<file path="src/rtl/bram_sweep_arbiter_pkg.sv">
`default_nettype none
// ----------------------------------------------------------------------------
// bram_ctrl_pkg : shared types for the sweeping block-RAM controller. Rev 1.0
// ----------------------------------------------------------------------------
package bram_ctrl_pkg;

  typedef enum logic [0:0] {
    SWEEP = 1'b0,
    RUN   = 1'b1
  } state_e;

  // Index of a granted write requester (0 or 1).
  typedef logic gnt_idx_t;

endpackage : bram_ctrl_pkg
`default_nettype wire

</file>
<file path="src/rtl/bram_sweep_arbiter_if.sv">
`default_nettype none
// ----------------------------------------------------------------------------
// bram_sweep_arbiter_if : requester, read and RAM-side signals. Rev 1.0
// ----------------------------------------------------------------------------
interface bram_sweep_arbiter_if #(
  parameter int LEN_DATA = 20,
  parameter int LEN_ADDR = 8
);
  logic                flush_req;
  logic                busy;
  logic                w0_valid;
  logic                w0_ready;
  logic [LEN_ADDR-1:0] w0_addr;
  logic [LEN_DATA-1:0] w0_data;
  logic                w1_valid;
  logic                w1_ready;
  logic [LEN_ADDR-1:0] w1_addr;
  logic [LEN_DATA-1:0] w1_data;
  logic                rd_en;
  logic [LEN_ADDR-1:0] rd_addr;
  logic                rd_ready;
  logic                rd_valid;
  logic [LEN_DATA-1:0] rd_data;
  logic                ram_ena;
  logic                ram_wea;
  logic [LEN_ADDR-1:0] ram_addra;
  logic [LEN_DATA-1:0] ram_dina;
  logic                ram_enb;
  logic [LEN_ADDR-1:0] ram_addrb;
  logic [LEN_DATA-1:0] ram_doutb;

  modport master (
    output flush_req, w0_valid, w0_addr, w0_data, w1_valid, w1_addr, w1_data,
           rd_en, rd_addr, ram_doutb,
    input  busy, w0_ready, w1_ready, rd_ready, rd_valid, rd_data,
           ram_ena, ram_wea, ram_addra, ram_dina, ram_enb, ram_addrb
  );

  modport slave (
    input  flush_req, w0_valid, w0_addr, w0_data, w1_valid, w1_addr, w1_data,
           rd_en, rd_addr, ram_doutb,
    output busy, w0_ready, w1_ready, rd_ready, rd_valid, rd_data,
           ram_ena, ram_wea, ram_addra, ram_dina, ram_enb, ram_addrb
  );

endinterface : bram_sweep_arbiter_if
`default_nettype wire

</file>
<file path="src/rtl/bram_sweep_arbiter_rr_arb2.sv">
`default_nettype none
// ----------------------------------------------------------------------------
// rr_arb2 : two-way round-robin arbiter, combinational grant. Rev 1.0
// ----------------------------------------------------------------------------
module rr_arb2
  import bram_ctrl_pkg::*;
(
  input  wire logic       clk,
  input  wire logic       rst,
  input  wire logic       en_i,
  input  wire logic [1:0] req_i,
  output logic      [1:0] gnt_o,
  output gnt_idx_t        idx_o
);

  gnt_idx_t ptr_q;
  gnt_idx_t ptr_d;
  logic     any_w;

  always_comb begin
    any_w = en_i && (req_i != 2'b00);
    case (req_i)
      2'b01:   idx_o = 1'b0;
      2'b10:   idx_o = 1'b1;
      default: idx_o = ptr_q;
    endcase
    gnt_o = any_w ? (idx_o ? 2'b10 : 2'b01) : 2'b00;
    // Whoever wins, the other requester gets priority next time.
    ptr_d = any_w ? ~idx_o : ptr_q;
  end

  always_ff @(posedge clk) begin
    if (rst) begin
      ptr_q <= 1'b0;
    end else begin
      ptr_q <= ptr_d;
    end
  end

endmodule : rr_arb2
`default_nettype wire

</file>
<file path="src/rtl/bram_sweep_arbiter.sv">
`default_nettype none
// ----------------------------------------------------------------------------
// bram_sweep_arbiter : clears a dual-port BRAM, arbitrates port A, bypasses
// same-cycle writes to port B reads. Rev 1.0
// ----------------------------------------------------------------------------
module bram_sweep_arbiter
  import bram_ctrl_pkg::*;
#(
  parameter int                  LEN_DATA  = 20,
  parameter int                  LEN_ADDR  = 8,
  parameter logic [LEN_DATA-1:0] CLEAR_VAL = '0
) (
  input wire logic            clk,
  input wire logic            rst,
  bram_sweep_arbiter_if.slave bus
);

  state_e              state_q;
  logic [LEN_ADDR-1:0] cnt_q;
  logic                rd_valid_q;
  logic                byp_hit_q;
  logic [LEN_DATA-1:0] byp_data_q;
  logic [LEN_DATA-1:0] rd_hold_q;

  logic                in_sweep_w;
  logic                run_ok_w;
  logic [1:0]          gnt_w;
  gnt_idx_t            gnt_idx_w;
  logic                wr_gnt_w;
  logic [LEN_ADDR-1:0] wr_addr_w;
  logic [LEN_DATA-1:0] wr_data_w;
  logic                rd_acc_w;
  logic [LEN_DATA-1:0] rd_data_d;

  rr_arb2 u_arb (
    .clk   (clk),
    .rst   (rst),
    .en_i  (run_ok_w),
    .req_i ({bus.w1_valid, bus.w0_valid}),
    .gnt_o (gnt_w),
    .idx_o (gnt_idx_w)
  );

  always_comb begin
    in_sweep_w = !rst && (state_q == SWEEP);
    run_ok_w   = !rst && (state_q == RUN) && !bus.flush_req;
    wr_gnt_w   = gnt_w != 2'b00;
    wr_addr_w  = gnt_idx_w ? bus.w1_addr : bus.w0_addr;
    wr_data_w  = gnt_idx_w ? bus.w1_data : bus.w0_data;
    rd_acc_w   = bus.rd_en && run_ok_w;
    rd_data_d  = rd_valid_q ? (byp_hit_q ? byp_data_q : bus.ram_doutb) : rd_hold_q;
  end

  assign bus.busy      = rst || (state_q == SWEEP);
  assign bus.w0_ready  = gnt_w[0];
  assign bus.w1_ready  = gnt_w[1];
  assign bus.rd_ready  = run_ok_w;
  assign bus.ram_ena   = in_sweep_w || wr_gnt_w;
  assign bus.ram_wea   = in_sweep_w || wr_gnt_w;
  assign bus.ram_addra = in_sweep_w ? cnt_q : wr_addr_w;
  assign bus.ram_dina  = in_sweep_w ? CLEAR_VAL : wr_data_w;
  assign bus.ram_enb   = rd_acc_w;
  assign bus.ram_addrb = bus.rd_addr;
  assign bus.rd_valid  = !rst && rd_valid_q;
  assign bus.rd_data   = rst ? '0 : rd_data_d;

  always_ff @(posedge clk) begin
    if (rst) begin
      state_q <= SWEEP;
      cnt_q   <= '0;
    end else begin
      case (state_q)
        SWEEP: begin
          cnt_q <= cnt_q + 1'b1;
          if (&cnt_q) begin
            state_q <= RUN;
          end
        end
        RUN: begin
          if (bus.flush_req) begin
            state_q <= SWEEP;
            cnt_q   <= '0;
          end
        end
        default: state_q <= SWEEP;
      endcase
    end
  end

  // The RAM output is only trustworthy in the completion cycle, so the
  // delivered word is captured then and replayed until the next read lands.
  always_ff @(posedge clk) begin
    if (rst) begin
      rd_valid_q <= 1'b0;
      byp_hit_q  <= 1'b0;
      byp_data_q <= '0;
      rd_hold_q  <= '0;
    end else begin
      rd_valid_q <= rd_acc_w;
      if (rd_valid_q) begin
        rd_hold_q <= rd_data_d;
      end
      if (rd_acc_w) begin
        byp_hit_q  <= wr_gnt_w && (wr_addr_w == bus.rd_addr);
        byp_data_q <= wr_data_w;
      end
    end
  end

endmodule : bram_sweep_arbiter
`default_nettype wire

</file>
<file path="src/flat_wrapper.sv">
// flat-port wrapper written by rule: the top's interface ports become plain ports
module bram_sweep_arbiter_flat import bram_ctrl_pkg::*;
#(
  parameter int                  LEN_DATA  = 20,
  parameter int                  LEN_ADDR  = 8,
  parameter logic [LEN_DATA-1:0] CLEAR_VAL = '0
)
  (clk, rst, bus_flush_req, bus_w0_valid, bus_w0_addr, bus_w0_data, bus_w1_valid, bus_w1_addr, bus_w1_data, bus_rd_en, bus_rd_addr, bus_ram_doutb, bus_busy, bus_w0_ready, bus_w1_ready, bus_rd_ready, bus_rd_valid, bus_rd_data, bus_ram_ena, bus_ram_wea, bus_ram_addra, bus_ram_dina, bus_ram_enb, bus_ram_addrb);
  bram_sweep_arbiter_if #(.LEN_DATA(LEN_DATA), .LEN_ADDR(LEN_ADDR)) bus_i ();
  input wire logic clk;
  input wire logic rst;
  input wire logic [$bits(bus_i.flush_req)-1:0] bus_flush_req;
  input wire logic [$bits(bus_i.w0_valid)-1:0] bus_w0_valid;
  input wire logic [$bits(bus_i.w0_addr)-1:0] bus_w0_addr;
  input wire logic [$bits(bus_i.w0_data)-1:0] bus_w0_data;
  input wire logic [$bits(bus_i.w1_valid)-1:0] bus_w1_valid;
  input wire logic [$bits(bus_i.w1_addr)-1:0] bus_w1_addr;
  input wire logic [$bits(bus_i.w1_data)-1:0] bus_w1_data;
  input wire logic [$bits(bus_i.rd_en)-1:0] bus_rd_en;
  input wire logic [$bits(bus_i.rd_addr)-1:0] bus_rd_addr;
  input wire logic [$bits(bus_i.ram_doutb)-1:0] bus_ram_doutb;
  output wire logic [$bits(bus_i.busy)-1:0] bus_busy;
  output wire logic [$bits(bus_i.w0_ready)-1:0] bus_w0_ready;
  output wire logic [$bits(bus_i.w1_ready)-1:0] bus_w1_ready;
  output wire logic [$bits(bus_i.rd_ready)-1:0] bus_rd_ready;
  output wire logic [$bits(bus_i.rd_valid)-1:0] bus_rd_valid;
  output wire logic [$bits(bus_i.rd_data)-1:0] bus_rd_data;
  output wire logic [$bits(bus_i.ram_ena)-1:0] bus_ram_ena;
  output wire logic [$bits(bus_i.ram_wea)-1:0] bus_ram_wea;
  output wire logic [$bits(bus_i.ram_addra)-1:0] bus_ram_addra;
  output wire logic [$bits(bus_i.ram_dina)-1:0] bus_ram_dina;
  output wire logic [$bits(bus_i.ram_enb)-1:0] bus_ram_enb;
  output wire logic [$bits(bus_i.ram_addrb)-1:0] bus_ram_addrb;
  assign bus_i.flush_req = bus_flush_req;
  assign bus_i.w0_valid = bus_w0_valid;
  assign bus_i.w0_addr = bus_w0_addr;
  assign bus_i.w0_data = bus_w0_data;
  assign bus_i.w1_valid = bus_w1_valid;
  assign bus_i.w1_addr = bus_w1_addr;
  assign bus_i.w1_data = bus_w1_data;
  assign bus_i.rd_en = bus_rd_en;
  assign bus_i.rd_addr = bus_rd_addr;
  assign bus_i.ram_doutb = bus_ram_doutb;
  assign bus_busy = bus_i.busy;
  assign bus_w0_ready = bus_i.w0_ready;
  assign bus_w1_ready = bus_i.w1_ready;
  assign bus_rd_ready = bus_i.rd_ready;
  assign bus_rd_valid = bus_i.rd_valid;
  assign bus_rd_data = bus_i.rd_data;
  assign bus_ram_ena = bus_i.ram_ena;
  assign bus_ram_wea = bus_i.ram_wea;
  assign bus_ram_addra = bus_i.ram_addra;
  assign bus_ram_dina = bus_i.ram_dina;
  assign bus_ram_enb = bus_i.ram_enb;
  assign bus_ram_addrb = bus_i.ram_addrb;
  bram_sweep_arbiter #(.LEN_DATA(LEN_DATA), .LEN_ADDR(LEN_ADDR), .CLEAR_VAL(CLEAR_VAL)) u_core (.clk(clk), .rst(rst), .bus(bus_i));
endmodule
</file>
<file path="config.mk">
export PLATFORM = sky130hd
export DESIGN_NAME = bram_sweep_arbiter_flat
export DESIGN_NICKNAME = d
export VERILOG_FILES = /design/src/rtl/bram_sweep_arbiter_pkg.sv /design/src/rtl/bram_sweep_arbiter_if.sv /design/src/rtl/bram_sweep_arbiter_rr_arb2.sv /design/src/rtl/bram_sweep_arbiter.sv /design/src/flat_wrapper.sv
export SDC_FILE = /design/constraint.sdc
export NUM_CORES = 1
export LEC_CHECK = 0
export ABC_CLOCK_PERIOD_IN_PS = 3290
export CORE_MARGIN = 2
export CORE_UTILIZATION = 37
export DETAILED_ROUTE_END_ITERATION = 8
export MAX_ROUTING_LAYER = met4
export PLACE_DENSITY = 0.77
export SLEW_MARGIN = 0
export SYNTH_ARGS = -nofsm -noshare
export SYNTH_HDL_FRONTEND = slang
export SYNTH_SLANG_ARGS = --single-unit
</file>
<file path="constraint.sdc">
create_clock -name clk -period 3.29 [get_ports clk]
set_input_delay 0.987 -clock clk [delete_from_list [all_inputs] [get_ports clk]]
set_output_delay 0.987 -clock clk [all_outputs]
set_load 0.02 [all_outputs]
</file>
==> results.md <==
- Result of the run: finished, violations left
- Violated checks: negative setup slack
- Number of rows in the core area: 33
- Pwr/cell area: 265 nW/um2
- Post-synthesis average cell area: 8.61 um2
- Clock transition time at the flip-flop clock pins of the worst setup and hold paths: 0.10 ns
- Endpoint kind of the worst setup timing path: output port
- Remaining design rule violation count: 0
- Worst-path fanout max: 5
- Final design instance area without fill: 5890 um2
- Total iterations of the first detailed-routing run: 4
- Io pins: 154
- Overflow left after global routing: 0
- Critical path's slowest cell: mux2i_4
- First-pass GRT wire length: 17500 um
- Die Width: 96.1 um
- Via-to-Cell Ratio: 5.18
- Overall routed net length: 11600 um
- Detailed Route Iter0 Violations: 116
- Number of buffers between clock root and the deepest sink: 2
- Initial Util: 38.2%
- Combinational cell fraction of total power: 34.9%
- Post-layout net count: 671
- Root buffer cell: clkbuf_8
- Worst clock skew: 0.00752 ns
- Count of different cell masters after synthesis: 41
- Maximum level of the CTS H-tree: 2
- Non-filler cells, final: 684
- Share of the yosys chip area belonging to registers: 33.2%
- Syn. warnings: 0
- Number of buffers inserted by hold repair at cts: 0
- Post-synthesis register bit count: 52
- WP data arrival: 2.48 ns
- Post-DP HPWL: 7920 um
- Worst Setup Path Type: in -> out
- Sw frac: 29.3%
- Type of the tightest min-delay check: reg -> reg
- Max-cap check violation count: 0
- Cell Area, Synth: 3140 um2
- Tightest hold margin: 0.526 ns
- Final hold viol count: 0
- Fin crit share: 105%
- Setup violation total in the final timing report: 26
- Kind of cell adding the most delay to the critical path: buffers and inverters
- Worst slew margin relative to its limit: 60.9%
- Clock sink count: 52
- Overall track demand over capacity in global routing: 25.5%
- Core Footprint: 8220 um2
- Overall die height: 96.1 um
- Internal power of the cells: 1.10 mW
- Buf+Inv Stages, Crit Path: 5
- Final ANT Viol Nets: 0
- Most used DFF post-synth: dfxtp_1
- Timing-limited maximum frequency: 289 MHz
- Via count of the routed design: 3541
- Via count of the first global-routing pass: 3631
- Number of buffer cells added on primary ports: 153
- Synthesized net count: 457
- Time the worst path needs with I/O delays and setup: 3.46 ns
- Post-layout worst setup margin: -0.172 ns
- Synthesized instance count: 364
- Placed Cells incl. Taps: 646
- Async S/R FF share, synth: 0%
- Proportion of layout cells with a drive suffix above 1: 38.3%
- Post-DP Area: 5280 um2
- Worst-Margin Slew: 0.571 ns
- Finished Core Util: 71.7%
- Type of origin of the critical path: input pin
- Proportion of power drawn by the clock network: 24.3%
- Worst path cell trace: buf_8 -> inv_4 -> ha_4 -> mux2i_4 -> buf_6 -> buf_16 -> mux2i_4 -> nor2_2 -> buf_6
- Clock latency on the worst-skew pair: 0.31 ns
- Clock buffer count from CTS: 5
- Leakage power: 2.31 nW
- WL per Instance: 16.9 um
- Area added between synthesis and finish: 87.9%
- Setup slack after placement: -1.04 ns
- IR Drop Worst-Case VDD: 0.191 mV
- Switching component of the power: 458 uW
- Pin count of the biggest net entering global routing: 62
- Antenna cell count: 0
- TritonCTS clock tree: yes
- DIE AREA: 9230 um2
- Slew Limit Fails: 0
- Total Neg Setup Slack: -3.12 ns
- RSZ-0062 raised after global routing: yes
- Gpl congestion: 0.849
- Worst Path Required: 2.30 ns
- Number of enable-type register cells in the synthesized netlist: 0
- Overall Power: 1.56 mW
- Antenna violations before repair: 0
- Sequential Power Share: 40.8%
- Critical Path Max Stage Delay: 0.31 ns
==> placed cells by master, fill, tap and decap left out, types with 6 or more instances in the layout <==
cell type / synthesis / routed
clkdlybuf4s50_1: 0 / 96
buf_4: 13 / 84
nor2_1: 73 / 52
dfxtp_1: 52 / 51
a211oi_1: 42 / 42
buf_6: 3 / 26
mux2i_4: 0 / 23
dlygate4sd2_1: 0 / 22
mux2i_1: 48 / 21
nor2_2: 0 / 20
a211oi_2: 19 / 19
nand2_1: 10 / 9
inv_1: 11 / 9
buf_2: 5 / 6
buf_12: 0 / 6
==> cell usage after synthesis (4+ instances only) <==
master / count / area, um2
xor2_1: 5 / 43.8
a211oi_2: 19 / 238
nand2_1: 10 / 37.5
a211oi_1: 42 / 315
buf_2: 5 / 25.0
inv_1: 11 / 41.3
buf_4: 13 / 97.6
nor2_1: 73 / 274
clkbuf_1: 18 / 67.6
nand3_1: 4 / 20.0
o22ai_1: 5 / 31.3
o21ai_0: 11 / 55.1
a21oi_1: 6 / 30.0
dfxtp_1: 52 / 1040
mux2i_1: 48 / 480
==> final timing paths <==
kind | startpoint | end | slack (ns) | cells past startpoint
worst min register to register | u_core.u_arb.ptr_q | u_core.u_arb.ptr_q | 0.53 | 2
worst max-delay path | bus_w1_valid | bus_ram_dina[15] | -0.17 | 9
worst max register to register | u_core.state_q | u_core.byp_hit_q | 1.20 | 7
worst min-delay path | u_core.u_arb.ptr_q | u_core.u_arb.ptr_q | 0.53 | 2
==> metal layers <==
| metal | GRT usage (%) | wire, um | vias up |
|---|---|---|---|
| li1 | - | - | 1742 |
| met1 | 27.4 | 4430 | 1638 |
| met2 | 47.2 | 6260 | 129 |
| met3 | 4.07 | 566 | 32 |
| met4 | 8.81 | 336 | 0 |
| met5 | - | 0 | - |
==> flip-flops by register name, summed over array words and instances, names as in the netlist <==
signal / flops
u_core.rd_hold_q: 20
u_core.cnt_q: 8
u_core.state_q: 1
u_core.byp_data_q: 20
u_core.u_arb.ptr_q: 1
u_core.rd_valid_q: 1
u_core.byp_hit_q: 1
==> power groups by stage <==
| stage | clock [mW] | sequential (mW) | combinational, mW |
|---|---|---|---|
| after detailed placement | 0 | 0.651 | 0.439 |
| after global routing | 0.408 | 0.637 | 0.573 |
| after floorplan | 0 | 0.650 | 0.181 |
| after global placement | 0 | 0.650 | 0.432 |
| after CTS | 0.382 | 0.636 | 0.531 |
| final | 0.380 | 0.637 | 0.545 |
==> area by class of cell <==
| class | count | area [um2] |
|---|---|---|
| fill | 586 | 2330 |
| timing repair buffer | 247 | 2330 |
| multi-input combinational | 260 | 2240 |
| sequential | 52 | 1040 |
| tap | 105 | 131 |
| clock inverter | 3 | 22.5 |
| inverter | 12 | 51.3 |
| clock buffer | 5 | 68.8 |
==> cells by family (layout without fill, tap and decap cells) <==
| logic type | count (synthesis) | after routing | share of synthesized area (%) |
|---|---|---|---|
| compound gates | 94 | 94 | 24.1 |
| buf+inv | 52 | 267 | 8.74 |
| fa+ha+maj | 3 | 3 | 1.20 |
| xor+xnor | 7 | 7 | 1.96 |
| flops | 52 | 52 | 33.2 |
| mux | 49 | 49 | 15.7 |
| simple gates | 107 | 107 | 15.1 |
==> timing repair <==
action,CTS,global route
cloned,4,0
buffers inserted,19,10
pin swaps,4,10
resized for setup,239,15
endpoints found under the setup margin,54,32
==> worst register-to-register path: cells and delay by family, from the launching register on <==
family	cells	cell delay (ns)
compound gates	2	0.50
buf+inv	2	0.51
flops	1	0.49
simple gates	3	0.49
(Power assumes the default switching activity.)
